File: src/rtl/oled_pkg.sv
// Shared types and opcode constants for the OLED glyph writer.
// Glyph widths are column counts per half-glyph row.
package oled_pkg;

    typedef enum logic [2:0] {
        ST_IDLE,
        ST_CMD_PG,
        ST_CMD_CL,
        ST_CMD_CH,
        ST_RD_ADDR,
        ST_RD_WAIT,
        ST_SEND,
        ST_DONE
    } state_t;

    localparam logic [7:0] PAGE_CMD   = 8'hB0;
    localparam logic [7:0] COL_LO_CMD = 8'h00;
    localparam logic [7:0] COL_HI_CMD = 8'h10;

    localparam logic [4:0] W_ASCII = 5'd8;
    localparam logic [4:0] W_CJK   = 5'd16;

endpackage

File: src/rtl/oled_glyph_writer.sv
// Streams one 8x16 or 16x16 glyph from the font ROM to the OLED byte
// transmitter: per half-row three page-addressing commands, then W data bytes.
module oled_glyph_writer
    import oled_pkg::*;
#(
    parameter int unsigned ROM_LAT  = 1,
    parameter logic [7:0]  PAGE_CMD = oled_pkg::PAGE_CMD
) (
    input  logic       sys_clk,
    input  logic       rst_n,
    input  logic       start,
    input  logic [5:0] char_code,
    input  logic       char_wide,
    input  logic [2:0] page,
    input  logic [6:0] col,
    output logic [5:0] font_sel,
    output logic       font_row,
    output logic [8:0] index,
    input  logic [7:0] rom_data,
    output logic       tx_valid,
    output logic       tx_dc,
    output logic [7:0] tx_byte,
    input  logic       tx_ready,
    output logic       busy,
    output logic       done
);

    state_t     state_q, state_d;
    logic [5:0] code_q, code_d;
    logic       wide_q, wide_d;
    logic [2:0] page_q, page_d;
    logic [6:0] col_q, col_d;
    logic       row_q, row_d;
    logic [3:0] idx_q, idx_d;
    logic [3:0] wait_q, wait_d;
    logic [7:0] data_q, data_d;
    logic [5:0] font_sel_q, font_sel_d;
    logic       font_row_q, font_row_d;
    logic [8:0] index_q, index_d;
    logic [3:0] idx_last;

    always_ff @(posedge sys_clk or negedge rst_n) begin
        if (!rst_n) begin
            state_q    <= ST_IDLE;
            code_q     <= '0;
            wide_q     <= 1'b0;
            page_q     <= '0;
            col_q      <= '0;
            row_q      <= 1'b0;
            idx_q      <= '0;
            wait_q     <= '0;
            data_q     <= '0;
            font_sel_q <= '0;
            font_row_q <= 1'b0;
            index_q    <= '0;
        end else begin
            state_q    <= state_d;
            code_q     <= code_d;
            wide_q     <= wide_d;
            page_q     <= page_d;
            col_q      <= col_d;
            row_q      <= row_d;
            idx_q      <= idx_d;
            wait_q     <= wait_d;
            data_q     <= data_d;
            font_sel_q <= font_sel_d;
            font_row_q <= font_row_d;
            index_q    <= index_d;
        end
    end

    assign idx_last = wide_q ? 4'(W_CJK - 5'd1) : 4'(W_ASCII - 5'd1);

    // ROM address is loaded on entry to RD_ADDR, so RD_ADDR plus ROM_LAT
    // cycles of RD_WAIT cover the full ROM latency before rom_data is captured.
    always_comb begin
        state_d    = state_q;
        code_d     = code_q;
        wide_d     = wide_q;
        page_d     = page_q;
        col_d      = col_q;
        row_d      = row_q;
        idx_d      = idx_q;
        wait_d     = wait_q;
        data_d     = data_q;
        font_sel_d = font_sel_q;
        font_row_d = font_row_q;
        index_d    = index_q;

        case (state_q)
            ST_IDLE: begin
                if (start) begin
                    code_d  = char_code;
                    wide_d  = char_wide;
                    page_d  = page;
                    col_d   = col;
                    row_d   = 1'b0;
                    idx_d   = '0;
                    state_d = ST_CMD_PG;
                end
            end
            ST_CMD_PG: if (tx_ready) state_d = ST_CMD_CL;
            ST_CMD_CL: if (tx_ready) state_d = ST_CMD_CH;
            ST_CMD_CH: begin
                if (tx_ready) begin
                    font_sel_d = code_q;
                    font_row_d = row_q;
                    index_d    = {5'b0, idx_q};
                    state_d    = ST_RD_ADDR;
                end
            end
            ST_RD_ADDR: begin
                wait_d  = 4'(ROM_LAT - 1);
                state_d = ST_RD_WAIT;
            end
            ST_RD_WAIT: begin
                if (wait_q == '0) begin
                    data_d  = rom_data;
                    state_d = ST_SEND;
                end else begin
                    wait_d = wait_q - 4'd1;
                end
            end
            ST_SEND: begin
                if (tx_ready) begin
                    if (idx_q != idx_last) begin
                        idx_d      = idx_q + 4'd1;
                        font_sel_d = code_q;
                        font_row_d = row_q;
                        index_d    = {5'b0, idx_q + 4'd1};
                        state_d    = ST_RD_ADDR;
                    end else if (!row_q) begin
                        row_d   = 1'b1;
                        idx_d   = '0;
                        state_d = ST_CMD_PG;
                    end else begin
                        state_d = ST_DONE;
                    end
                end
            end
            ST_DONE: state_d = ST_IDLE;
            default: state_d = ST_IDLE;
        endcase
    end

    always_comb begin
        tx_byte = '0;
        case (state_q)
            ST_CMD_PG: tx_byte = PAGE_CMD | {5'b0, page_q + {2'b0, row_q}};
            ST_CMD_CL: tx_byte = COL_LO_CMD | {4'h0, col_q[3:0]};
            ST_CMD_CH: tx_byte = COL_HI_CMD | {5'b0, col_q[6:4]};
            ST_SEND:   tx_byte = data_q;
            default:   tx_byte = '0;
        endcase
    end

    assign tx_valid = (state_q == ST_CMD_PG) || (state_q == ST_CMD_CL) ||
                      (state_q == ST_CMD_CH) || (state_q == ST_SEND);
    assign tx_dc    = (state_q == ST_SEND);
    assign busy     = (state_q != ST_IDLE) && (state_q != ST_DONE);
    assign done     = (state_q == ST_DONE);
    assign font_sel = font_sel_q;
    assign font_row = font_row_q;
    assign index    = index_q;

endmodule
File: config.mk
export PLATFORM = sky130hd
export DESIGN_NAME = oled_glyph_writer
export DESIGN_NICKNAME = d
export VERILOG_FILES = /design/src/rtl/oled_pkg.sv /design/src/rtl/oled_glyph_writer.sv
export SDC_FILE = /design/constraint.sdc
export NUM_CORES = 1
export LEC_CHECK = 0
export CAP_MARGIN = 20
export CORE_MARGIN = 10
export CORE_UTILIZATION = 45
export CTS_CLUSTER_SIZE = 25
export DETAILED_ROUTE_END_ITERATION = 6
export PLACE_DENSITY = 0.72
export SLEW_MARGIN = 20
export SYNTH_ARGS = -nofsm -noshare
export SYNTH_HDL_FRONTEND = slang
export SYNTH_SLANG_ARGS = --single-unit
File: constraint.sdc
create_clock -name sys_clk -period 3.5 [get_ports sys_clk]
set_input_delay 0.7 -clock sys_clk [delete_from_list [all_inputs] [get_ports sys_clk]]
set_output_delay 0.7 -clock sys_clk [all_outputs]
set_load 0.02 [all_outputs]
; Word level (Yosys, flattened, before mapping)
; Cells that the tools add are included.
[totals]
out_inout_bits = 28
register_bits = 53
elab_cells = 85
in_bits = 29
[classes]
n_eq_ne = 19
muxes = 34
addsub = 3
n_reduce_logical = 17
[ops]
columns = cell, n
row1 = $pmux 8 s4, 1
row2 = $mux 9, 3
row3 = $mux 3, 8
row4 = $mux 4, 6
row5 = $pmux 3 s8, 1
row6 = $mux 6, 3
row7 = $pmux 9 s2, 1
row8 = $pmux 4 s2, 2
row9 = $ne 2x2->1 const B, 7
row10 = $eq 3x3->1 const B, 4
row11 = $pmux 6 s2, 1
row12 = $reduce_and 4->1, 3
row13 = $eq 3x2->1 const B, 2
row14 = $mux 1, 6
row15 = $reduce_and 2->1, 3
row16 = $reduce_and 6->1, 1
row17 = $reduce_bool 2->1, 3
row18 = $add 4x1->4 const B, 1
row19 = $logic_not 4->1, 1
row20 = $ne 2x1->1 const B, 2
row21 = $ne 4x4->1, 1
row22 = $pmux 1 s2, 2
row23 = $sub 4x1->4 const B, 1
row24 = $add 3x1->3, 1
row25 = 7 further kinds, 9

; Depth between registers and ports, before layout
[depth]
depth_word = 5
depth_mapped = 7
ltp_nobuf = 6

; Worst setup path before layout
; No wires, ideal clock.
[synth_path]
path_kind = flip-flop to output port
start = register state_q[0]
end = output port tx_byte[0]
arrival_time_ns = 1.428
stages_incl_launch_ff = 7
path_buffers = 2
required_ns = 2.800
slack_ns = 1.372
cell_sequence = dfrtp_1 -> buf_4 -> clkbuf_1 -> mux2i_1 -> nor2_1 -> a21oi_1 -> o21ai_0
[synth_between]
elab_chain_cells = 2
word_cells_on_any_way = 5
classes_between = eq/ne: 4 / mux: 1
[synth_rtl]
columns = item, line
row1 = from (decl), oled_glyph_writer.sv:28  ; state_t state_q, state_d;
row2 = from (signal assigned), oled_glyph_writer.sv:57  ; state_q <= state_d;
row3 = $eq 3x3->1 (tied with other cells), oled_glyph_writer.sv:148  ; case (state_q)
row4 = $pmux 8 s4 (*), oled_glyph_writer.sv:148
row5 = to (decl), oled_glyph_writer.sv:22  ; output logic [7:0] tx_byte,
; Every way passes the cells marked *; elsewhere a longest branch is shown, timed or not.

; Worst setup path in the final report
[layout_path]
start = register state_q[1]
end = output port tx_byte[0]
; Same word-level chain as after synthesis.

==> results.md <==
* Largest net degree at the start of global routing at 40
* Post-Synthesis Cells at 208
* Worst-Margin Slew at 0.8512 ns
* Pre-CTS setup slack at 0.7150 ns
* CP Launch Type: flip-flop
* Hold_buf cts at 0
* EDFF count, synth at 0
* Row count at 26
* Top-area cell type share of the netlist area at 49.79%
* Total of max-cap violations at 0
* Post-synth cell types at 44
* Flops & latches, synth at 48
* Sequential fraction of the synthesis area at 49.79%
* Fraction of layout cells with a size suffix above 1 at 22.01%
* I/O pin count at 57
* Initial antenna violation count at 0
* Worst-path fanout max at 15
* Clock latency at the later pin of the worst-skew pair at 0.29 ns
* Post-CTS Setup Bufs at 0
* Overall power at 2.479 mW
* Final estimated routing congestion in global placement at 0.8384
* Ant diodes at 0
* Layout Area Growth over Synthesis at 25.99%
* PwrDens at 815.8 mW/mm2
* Post-cts resize count at 0
* Total CTS buffers at 5
* GRT busiest layer: met2
* Syn Area/Cell at 11.60 um2
* Final count of pins violating max slew at 0
* Synthesized area at 0.002412 mm2
* Final min period at 3.119 ns
* Placed Instances at 322
* Relative slew slack at 43.26%
* CP Data Required Time at 2.80 ns
* Final hold vios at 0
* Layout Cells excl Fill at 329
* Clock Tree Buf Depth at 2
* Global-route usage over all layers at 12.66%
* Period utilisation layout at 89.12%
* Width of the die at 93.22 um
* I/O Buffers at 51
* Synth warnings at 0
* Reg clk slew, reported paths at 0.09 ns
* DR DRC count at 0
* Routed WL at 5.105 mm
* Final ANT Viol Nets at 0
* Routed WL per cell at 15.52 um
* Static Leak at 1.334 nW
* GRT met3 Usage at 3.837%
* Via density at 5.185
* Run status: completed
* Setup ws final at 0.3807 ns
* Initial drt markers at 95
* Met2 usage at 21.26%
* Most used DFF post-synth: dfrtp_1
* Vias in the first global route at 1838
* RSZ-0062 raised after global routing: false
* TritonCTS clock tree: yes
* Setup_tns at 0 ns
* # setup viols final at 0
* Max VDD drop at 0.0005310 V
* Ys async rst share at 100.0%
* Die H at 93.22 um
* Critical Path AT at 2.42 ns
* First-pass GRT wire length at 8.949 mm
* Crit path capture type: output pin
* Commonest non-fill, non-tap cell in the layout: clkdlybuf4s50_1
* Initial Util at 46.93%
* Via count at 1706
* Synth area leaders: dfrtp_1, mux2_2, ha_1
* Top achievable clock speed at 320.6 MHz
* Crit Path Class: flip-flop to output pin
* Min-delay worst type: input pin to asynchronous set/reset pin
* Clock sink count at 48
* H-tree depth at 2
* Skew final at 0.004343 ns
* Most frequent cells in the layout: clkdlybuf4s50_1, dfrtp_1, mux2_2
* Nets at 293
* Core Region at 0.005140 mm2
* Total grt overflow at 0
* GR Util met1 at 15.06%
* Die area at 0.008689 mm2
* Path depth of the worst reg2reg path at 5
* First-pass iteration count of the detailed router at 4
* Synth area leader: dfrtp_1
* Clock root cell: clkbuf_8
* HPWL after DPL at 3.906 mm
==> cell usage after synthesis (2+ instances only) <==
master,number
dfrtp_1,48
mux2_2,36
nand2_1,14
a21oi_1,10
nor2_1,10
o21ai_0,10
nand3_1,8
buf_4,7
ha_1,5
inv_1,5
xnor2_1,5
clkbuf_1,4
mux2i_1,4
a21o_1,3
buf_6,3
nor2b_1,3
and2_1,2
nand2b_1,2
nand4_1,2
nor3_1,2
xor2_1,2
==> flip-flops by register name, summed over array words and instances (netlist names), 3 cells and up <==
register and cells:
idx_q 4, code_q 6, data_q 8, page_q 3, col_q 7, font_sel 6
state_q 3, index 4, wait_q 4
==> layer usage <==
metal  up-vias  wire (um)
li1        820          -
met1       849       2208
met2        33       2566
met3         4        257
met4         0         74
met5         -          0
==> critical path, stage by stage, from the launching register on <==
cell and delay, ns:
dfrtp_1 0.57, nor2b_1 0.38, nor2b_1 0.33, nand2_1 0.08, o21ai_0 0.10, clkdlybuf4s50_1 0.66
==> kinds of logic after synthesis <==
| kind of cell | after synthesis | share of synthesized area [%] |
|---|---|---|
| AND/OR/NAND/NOR | 53 | 12.50 |
| flip-flops | 48 | 49.79 |
| multiplexers | 40 | 18.46 |
| AO/OA/AOI/OAI | 33 | 8.611 |
| buffers and inverters | 21 | 5.342 |
| XOR/XNOR | 7 | 2.542 |
| adder cells (fa/ha/maj) | 5 | 2.593 |
| other | 1 | 0.1555 |
==> report_power, final <==
group / leakage (nW) / switching [mW] / internal (mW)
Sequential: 0.596 / 0.159 / 0.785
Combinational: 0.690 / 0.580 / 0.623
Clock: 0.0473 / 0.174 / 0.158
Total: 1.33 / 0.914 / 1.57
==> final cells by class <==
| cell class | count | area [um2] |
|---|---|---|
| Clock inverter | 1 | 8.758 |
| Fill cell | 462 | 2101 |
| Clock buffer | 6 | 82.58 |
| Timing Repair Buffer | 56 | 543.0 |
| Sequential cell | 48 | 1201 |
| Tap cell | 70 | 87.58 |
| Inverter | 5 | 18.77 |
| Multi-Input combinational cell | 143 | 1097 |
==> per-stage QoR <==
stage / util [%] / cell area (um2) / hold WS (ns)
after detailed placement: 57.35 / 2948 / 0.4933
after floorplan: - / 2427 / 0.4044
after CTS: 59.13 / 3039 / 0.5137
final: 59.13 / 3039 / 0.5079
after global routing: 59.13 / 3039 / 0.5341
after global placement: 57.35 / 2948 / 0.4860
==> path summary, 6_finish.rpt <==
kind / startpoint / to / slack, ns
setup / recovery: state_q[1] / tx_byte[0] / 0.38
hold / removal: rst_n / data_q[2] / 0.51
setup reg to reg: state_q[1] / index[3] / 1.13
hold reg to reg: code_q[4] / font_sel[4] / 0.51
max in group asynchronous: rst_n / page_q[0] / 2.32
min in group sys_clk: code_q[4] / font_sel[4] / 0.51
Note: power is estimated with default switching activity, not from simulation.
